$ cat src/rtl/dir_req_arbiter.sv
// Round-robin arbiter/sequencer that shares one directory request port among
// N_CORES requesters. One transaction is in flight at a time: grant, issue
// with valid/ready, wait for the response (or a watchdog timeout), route the
// result back to the owning core.
module dir_req_arbiter #(
    parameter int WIDTH   = 32,
    parameter int N_CORES = 4,
    parameter int SRC_W   = 2,
    parameter int TIMEOUT = 255
) (
    input  logic                       sys_clk,
    input  logic                       sys_rst,
    input  logic [N_CORES-1:0]         core_req_valid,
    input  logic [N_CORES-1:0]         core_req_write,
    input  logic [N_CORES*WIDTH-1:0]   core_req_addr,
    input  logic [N_CORES*WIDTH-1:0]   core_req_wdata,
    output logic [N_CORES-1:0]         core_req_ready,
    output logic [N_CORES-1:0]         core_resp_valid,
    output logic [WIDTH-1:0]           core_resp_data,
    output logic                       core_resp_err,
    output logic                       dir_req_valid,
    input  logic                       dir_req_ready,
    output logic                       dir_req_write,
    output logic [WIDTH-1:0]           dir_req_addr,
    output logic [WIDTH-1:0]           dir_req_wdata,
    output logic [SRC_W-1:0]           dir_req_src,
    input  logic                       dir_resp_valid,
    input  logic [WIDTH-1:0]           dir_resp_data,
    output logic                       busy
);

    typedef enum logic [1:0] {
        IDLE,
        ISSUE,
        WAIT
    } state_t;

    localparam logic [15:0]      TIMER_LAST = 16'(TIMEOUT - 1);
    localparam logic [SRC_W-1:0] LAST_CORE  = SRC_W'(N_CORES - 1);

    state_t             state;
    logic [SRC_W-1:0]   rr_ptr;
    logic [SRC_W-1:0]   owner;
    logic [15:0]        timer;

    logic [WIDTH-1:0]   addr_arr  [N_CORES];
    logic [WIDTH-1:0]   wdata_arr [N_CORES];

    logic               found;
    logic [SRC_W-1:0]   sel;
    logic               sel_write;
    logic [WIDTH-1:0]   sel_addr;
    logic [WIDTH-1:0]   sel_wdata;
    logic [SRC_W-1:0]   next_ptr;

    // Unpack the flat address/data buses into per-core arrays
    for (genvar g = 0; g < N_CORES; g++) begin : g_unpack
        assign addr_arr[g]  = core_req_addr[g*WIDTH +: WIDTH];
        assign wdata_arr[g] = core_req_wdata[g*WIDTH +: WIDTH];
    end

    // Round-robin pick: first pending core scanning upward from rr_ptr, wrapping
    always_comb begin : pick
        logic [SRC_W:0]   sum;
        logic [SRC_W-1:0] idx;
        found     = 1'b0;
        sel       = '0;
        sel_write = 1'b0;
        sel_addr  = '0;
        sel_wdata = '0;
        sum       = '0;
        idx       = '0;
        for (int unsigned i = 0; i < N_CORES; i++) begin
            sum = {1'b0, rr_ptr} + (SRC_W+1)'(i);
            if (sum >= (SRC_W+1)'(N_CORES)) begin
                sum = sum - (SRC_W+1)'(N_CORES);
            end
            idx = sum[SRC_W-1:0];
            if (!found && core_req_valid[idx]) begin
                found     = 1'b1;
                sel       = idx;
                sel_write = core_req_write[idx];
                sel_addr  = addr_arr[idx];
                sel_wdata = wdata_arr[idx];
            end
        end
    end

    // Pointer value after the current owner completes
    always_comb begin
        next_ptr = (owner == LAST_CORE) ? '0 : owner + SRC_W'(1);
    end

    // Main sequencer: grant, issue, wait for response or timeout
    always_ff @(posedge sys_clk or posedge sys_rst) begin
        if (sys_rst) begin
            state           <= IDLE;
            rr_ptr          <= '0;
            owner           <= '0;
            timer           <= '0;
            core_req_ready  <= '0;
            core_resp_valid <= '0;
            core_resp_data  <= '0;
            core_resp_err   <= 1'b0;
            dir_req_valid   <= 1'b0;
            dir_req_write   <= 1'b0;
            dir_req_addr    <= '0;
            dir_req_wdata   <= '0;
            dir_req_src     <= '0;
            busy            <= 1'b0;
        end else begin
            core_req_ready  <= '0;
            core_resp_valid <= '0;
            case (state)
                IDLE: begin
                    if (found) begin
                        owner          <= sel;
                        dir_req_src    <= sel;
                        dir_req_write  <= sel_write;
                        dir_req_addr   <= sel_addr;
                        dir_req_wdata  <= sel_wdata;
                        core_req_ready <= N_CORES'(1) << sel;
                        dir_req_valid  <= 1'b1;
                        busy           <= 1'b1;
                        state          <= ISSUE;
                    end
                end
                ISSUE: begin
                    if (dir_req_ready) begin
                        dir_req_valid <= 1'b0;
                        timer         <= '0;
                        state         <= WAIT;
                    end
                end
                WAIT: begin
                    timer <= timer + 16'd1;
                    // A response on the timeout cycle takes priority over the error
                    if (dir_resp_valid) begin
                        core_resp_data  <= dir_resp_data;
                        core_resp_err   <= 1'b0;
                        core_resp_valid <= N_CORES'(1) << owner;
                        rr_ptr          <= next_ptr;
                        busy            <= 1'b0;
                        state           <= IDLE;
                    end else if (timer == TIMER_LAST) begin
                        core_resp_data  <= '0;
                        core_resp_err   <= 1'b1;
                        core_resp_valid <= N_CORES'(1) << owner;
                        rr_ptr          <= next_ptr;
                        busy            <= 1'b0;
                        state           <= IDLE;
                    end
                end
                default: begin
                    state <= IDLE;
                    busy  <= 1'b0;
                end
            endcase
        end
    end

endmodule

$ cat config.mk
export PLATFORM = sky130hd
export DESIGN_NAME = dir_req_arbiter
export DESIGN_NICKNAME = d
export VERILOG_FILES = /design/src/rtl/dir_req_arbiter.sv
export SDC_FILE = /design/constraint.sdc
export NUM_CORES = 1
export LEC_CHECK = 0
export BUFFER_PORTS_ARGS = -buffer_cell sky130_fd_sc_hd__buf_2
export CAP_MARGIN = 30
export CORE_MARGIN = 1.5
export CORE_UTILIZATION = 39
export CTS_BUF_LIST = sky130_fd_sc_hd__clkbuf_8
export CTS_CLUSTER_SIZE = 28
export DETAILED_ROUTE_END_ITERATION = 8
export SLEW_MARGIN = 20
export SYNTH_ARGS = -nofsm -noshare
export SYNTH_HDL_FRONTEND = slang
export SYNTH_SLANG_ARGS = --single-unit
export TNS_END_PERCENT = 50
$ cat constraint.sdc
create_clock -name sys_clk -period 4.8 [get_ports sys_clk]
set_input_delay 0.72 -clock sys_clk [delete_from_list [all_inputs] [get_ports sys_clk]]
set_output_delay 0.72 -clock sys_clk [all_outputs]
set_load 0.01 [all_outputs]
After elaboration in Yosys (flattened, before gate mapping)
Index checks and enable logic that the tools add are counted.
{"block": "op_classes", "n_addsub": 9, "mul": 0, "div_mod_pow": 0, "magnitude_cmp": 12, "eq_ne": 7, "shifts": 2, "muxes": 89, "bitwise": 5, "reduce_logical": 16}
{"operator": "$mux W32", "count": 26}
{"operator": "$bmux W32 S2", "count": 8}
{"operator": "$pmux W16 S2", "count": 1}
{"operator": "$mux W2", "count": 15}
{"operator": "$mux W1", "count": 22}
{"operator": "$ge A3 B3 Y1 const B", "count": 7}
{"operator": "$mux W4", "count": 5}
{"operator": "$add A16 B1 Y16 const B", "count": 1}
{"operator": "$bmux W1 S2", "count": 8}
{"operator": "$eq A16 B8 Y1 const B", "count": 1}
{"operator": "$mux W16", "count": 1}
{"operator": "$lt A2 B3 Y1 const B", "count": 4}
{"operator": "$not A2 Y3", "count": 4}
{"operator": "$reduce_and A3 Y1", "count": 3}
{"operator": "$shl A1 B2 Y4 const A", "count": 2}
{"operator": "$sub A2 B1 Y2 const B", "count": 4}
{"operator": "$add A2 B2 Y3 const B", "count": 2}
{"operator": "$pmux W2 S3", "count": 1}
{"operator": "$reduce_and A2 Y1", "count": 3}
{"operator": "$reduce_bool A2 Y1", "count": 3}
{"operator": "$eq A2 B2 Y1 const B", "count": 2}
{"operator": "$ne A2 B2 Y1 const B", "count": 2}
{"operator": "$add A2 B1 Y3 const B", "count": 1}
{"operator": "$ge A2 B3 Y1 const B", "count": 1}
{"operator": "other kinds (9)", "count": 13}
{"block": "totals", "reg_bits": 130, "latch_bits": 0, "ram_bits": 0, "romBits": 0, "output_inout_bits": 110, "word_cells": 153, "memories": 0}

Longest topological paths before layout
{"block": "depth", "depth_word": 17, "depth_mapped": 9, "ltp_nobuf": 6}

Worst setup path before layout
No wires, ideal clock.
{"block": "synth_timing", "kind": "input -> register", "from": "input core_req_valid[3]", "to": "register dir_req_addr[15]", "setup_time_ns": 0.126, "t_arrival_ns": 2.011, "required_time_ns": 4.674, "path_slack_ns": 2.663, "cell_stages": 8, "cell_sequence": "buf_6 > nor2b_4 > and3_4 > o21ai_2 > buf_6 > buf_8 > o221ai_2 > o32a_1"}
{"block": "synth_between", "elab_chain_len": 13, "word_cells_on_any_way": 23}
{"element": "from (decl)", "line_no": "13", "rtl": "input logic [N_CORES-1:0] core_req_valid,"}
{"element": "$bmux W1 S2", "line_no": "79", "rtl": "if (!found && core_req_valid[idx]) begin"}
{"element": "$mux W1 (not written as such)", "line_no": "79"}
{"element": "$mux W1", "line_no": "79"}
{"element": "$logic_not A1 Y1", "line_no": "79"}
{"element": "$logic_and A1 B1 Y1", "line_no": "79"}
{"element": "$mux W1", "line_no": "79"}
{"element": "$logic_not A1 Y1", "line_no": "79"}
{"element": "$logic_and A1 B1 Y1", "line_no": "79"}
{"element": "$mux W1", "line_no": "79"}
{"element": "$logic_not A1 Y1", "line_no": "79"}
{"element": "$logic_and A1 B1 Y1", "line_no": "79"}
{"element": "$mux W1", "line_no": "79"}
{"element": "$reduce_and A2 Y1 (no line)"}
{"element": "to (signal assigned)", "line_no": "120", "rtl": "dir_req_addr <= sel_addr;"}
{"element": "to (decl)", "line_no": "24", "rtl": "output logic [WIDTH-1:0] dir_req_addr,"}
Several ways; a longest one is shown, not always the timed one. The select of a mux whose other input is x is not followed.
A chain may end at the register's enable or synchronous reset.

Worst setup path after layout
{"block": "layout_timing", "from": "register rr_ptr[0]", "to": "register dir_req_addr[3]"}
{"block": "layout_between", "elab_chain_len": 15, "word_cells_on_any_way": 54}
{"element": "from (decl)", "line_no": "42", "rtl": "logic [SRC_W-1:0] rr_ptr;"}
{"element": "from (signal assigned)", "line_no": "142", "rtl": "rr_ptr <= next_ptr;"}
{"element": "from (signal assigned)", "line_no": "149", "rtl": "rr_ptr <= next_ptr;"}
{"element": "branches (longest 15 deep; another with $add A2 B1 Y3)"}
Several ways; the timed one is not identified. The select of a mux whose other input is x is not followed.

==> metrics.md <==
| Metric | Value |
|---|---|
| TritonCTS clock tree | done |
| Total vias in the final route | 12271 |
| Critical Path Fanout Max | 68 |
| Layout cells sized above 1 | a little under two fifths |
| CTS clock-pin slew for the worst setup and hold paths | ~0.11 ns |
| Number of buffers between clock root and the deepest sink | 2 |
| Clock latency reported for the late side of the worst-skew pair | around 0.46 ns |
| Yosys reg bits | 130 |
| Number of remaining DRC errors | 0 |
| Post-route ant nets | 0 |
| Dominant cell type by area after synthesis | dfrtp_1 |
| Area overhead of the layout relative to synthesis | 21.9% |
| Die Wd | 177 um |
| Count of hold buffers inserted by post-cts repair | 0 |
| Post-synth EDFFs | 0 |
| Worst setup SP type | register |
| Cell area after technology mapping | 11900 um^2 |
| Number of buffers created by CTS | 17 |
| Unrepaired setup endpoints after global routing | no |
| Vias in the first global route | roughly 12000 |
| Timing-limited maximum frequency | ~290 MHz |
| Crit share post-route | ~71% |
| Most instantiated flip-flop cell in the synthesis netlist | dfrtp_1 |
| Starting utilization of the core area | 39.9% |
| Logic gate share of total power | around three fifths |
| Share of total power consumed by net switching | around 46% |
| MaxCap Viol Count | 0 |
| Library cell used as clock root buffer | clkbuf_8 |
| Leading post-synthesis cells by instance count | nand2_1 (276), mux2i_1 (207), dfrtp_1 (130) |
| Power dissipated by switching net loads | approximately 3.7 mW |
| Vias per cell | 6.07 |
| Setup bufs post-CTS | 0 |
| Clock sink count | 130 |
| Count of buffers inserted at the top-level ports | 409 |
| H-tree depth | 4 |
| Placeable core region | slightly below 30000 um^2 |
| Endpoint type of the worst setup path | register |
| Starting DRT DRC Count | 903 |
| Antenna violations before repair | 18 |
| Run status | complete, no violations |
| Max Slew Vio Count | 0 |
| Total grt overflow | 0 |
| Yosys warning total | 0 |
| Final routed wire length divided by cell count | ~22 um |
| Proportion of register bits with asynchronous set or reset after synthesis | 100% |
| Clock period minus final worst setup slack | 3.39 ns |
| Syn_nets | 1587 |
| Number of distinct library cells after synthesis | 49 |
| Crit Path Category | register to register |
| Pin count of the biggest net entering global routing | 99 |
| Sequential cell area | 3260 um^2 |
| Post-route standard cell area excluding fillers | 14500 um^2 |
| Number of buffer and inverter instances along the worst setup path | 2 |
| Cell count after synthesis | 1281 |
| Worst-case clock skew | 0.0218 ns |
| Filler Cells Inserted | slightly below 3000 |
| DP Wirelength | 29600 um |
| All-layer global routing usage | 27.5% |
| Sequential cell fraction of total power | 26.1% |
| Total setup violations reported at the end of the flow | 0 |
| Total count of hold-check failures in the final report | 0 |
| Data arrival time of the worst path | ~3.7 ns |
| Cell with the largest stage delay on the worst path | dfrtp_4 |
| Area of the die | 31500 um^2 |
| Leakage Power | 6.37 nW |
| Synth top area cells | dfrtp_1 (27%), mux2i_1 (17%), nand2_1 (8.7%) |
| Kind of cell adding the most delay to the critical path | buffers and inverters |
| Worst VDD drop | roughly 0.00053 V |
| Internal cell power | ~4.3 mW |
| Part of the Yosys area used for sequential elements | 27.4% |
| Post-cts sizing count | 0 |
| Stage delay of the slowest cell on the critical path | roughly 1.1 ns |
| Cell area power density | 553 nW/um^2 |
| Final Net Count | ~1900 |
| Hold crit path type | input port to async pin |
| Worst max-slew margin expressed relative to the limit | between 30% and 40% |
| Cells along the critical path | inv_2 -> and3_4 -> o21ai_4 -> buf_4 -> o221ai_1 -> o32a_1 |
| Mean area per synthesized cell | 9.27 um^2 |
| Leading cell type by number of instances after synthesis | nand2_1 |
| Sum of negative setup slack | 0 ns |
| Drt pass-1 iters | 6 |
| Final WL | around 45000 um |
| First-pass GRT wire length | 67600 um |
| Clock Power Share | 12.7% |
| Standard-cell rows | 63 |
| Routability congestion estimate from global placement | between 0.8 and 0.9 |
| Top cell type's share of synthesized area | 27.4% |
| Number of top-level pins | 410 |
| Area occupied by multi-input gates | 7880 um^2 |
| Overall die height | 177 um |
| Req. time, crit path | 5.15 ns |
| Dpl cell area | around 14000 um^2 |
| Actual transition at the worst max-transition pin | 1.04 ns |
==> worst register-to-register path: cells and delay by family, from the launching register on <==
family          cells  cell delay (ns)
buf+inv             2             1.15
compound gates      3             0.77
simple gates        1             0.31
flops               1             1.07
==> per-stage QoR <==
stage / utilization [%] / setup WS [ns] / hold slack (ns) / total power, mW / cells
finish: 48.6 / 1.41 / 0.185 / 8.01 / 2023
global placement: 46.8 / 1.31 / 0.477 / 6.87 / 1972
CTS: 48.2 / 1.40 / 0.439 / 8.00 / 2005
global route: 48.6 / 1.21 / 0.177 / 8.55 / 2020
floorplan: - / 0.611 / 0.450 / 5.55 / 1281
detailed placement: 46.9 / 1.41 / 0.477 / 6.96 / 1973
==> metal layers <==
metal	global-route usage [%]	routed length, um
met1	34.9	18600
met2	44.9	21000
met3	5.91	3460
met4	12.3	1350
met5	0	45
==> registers in the layout (all words and copies together) (netlist names) <==
register,count
core_resp_err,1
dir_req_wdata,32
state,2
rr_ptr,2
busy,1
core_resp_valid,4
dir_req_valid,1
core_resp_data,32
core_req_ready,4
dir_req_addr,32
dir_req_write,1
owner,2
timer,16
==> logic make-up after synthesis <==
| group | count (synthesis) | synth area share, % |
|---|---|---|
| buffers and inverters | 140 | 6.77 |
| AO/OA/AOI/OAI | 326 | 26.7 |
| AND/OR/NAND/NOR | 404 | 14.6 |
| multiplexers | 273 | 23.7 |
| flip-flops | 130 | 27.4 |
| adder cells (fa/ha/maj) | 6 | 0.632 |
| XOR/XNOR | 2 | 0.148 |
==> area by class of cell <==
class                   count  share of cell area [%]
multi-input cells        1011                    54.4
flip-flops and latches    130                    22.5
repair buffers            436                    16.4
well taps                 390                    3.37
clock buffers              17                    1.62
clock inverters            15                    1.15
inverters                   9                   0.268
diodes                     15                   0.259
==> cell usage in the layout, fill, tap and decap left out, types with 7 or more instances in the layout <==
cell type / instances
buf_2: 409
nand2_1: 275
mux2i_1: 206
dfrtp_1: 128
nand3_1: 75
mux2_2: 66
o32a_1: 65
a22oi_1: 65
a32o_1: 64
o221ai_2: 50
a22o_1: 33
buf_4: 18
clkbuf_8: 17
diode_2: 15
o221ai_1: 14
o21ai_0: 13
nor2_1: 10
inv_1: 7
and3_1: 7
==> worst paths after layout <==
check | cells past startpoint | to | from | slack, ns
setup / recovery | 6 | dir_req_addr[3]$_DFFE_PP0P_ | rr_ptr[0]$_DFFE_PP0P_ | 1.41
hold / removal | 2 | dir_req_wdata[25]$_DFFE_PP0P_ | sys_rst | 0.19
setup reg to reg | 6 | dir_req_addr[3]$_DFFE_PP0P_ | rr_ptr[0]$_DFFE_PP0P_ | 1.41
hold reg to reg | 1 | dir_req_addr[14]$_DFFE_PP0P_ | dir_req_addr[14]$_DFFE_PP0P_ | 0.50
max in group asynchronous | 4 | dir_req_wdata[12]$_DFFE_PP0P_ | sys_rst | 3.34
min in group sys_clk | 2 | core_resp_data[28]$_DFFE_PP0P_ | dir_resp_data[28] | 0.47
==> power groups by stage <==
| stage | registers, mW | logic, mW | clock network, mW |
|---|---|---|---|
| after CTS | 2.08 | 4.88 | 1.05 |
| after detailed placement | 2.09 | 4.87 | 0 |
| final | 2.09 | 4.90 | 1.02 |
| after global routing | 2.15 | 5.31 | 1.10 |
| after floorplan | 2.03 | 3.52 | 0 |
| after global placement | 2.09 | 4.77 | 0 |
No activity file was read; power rests on OpenSTA's default activity.
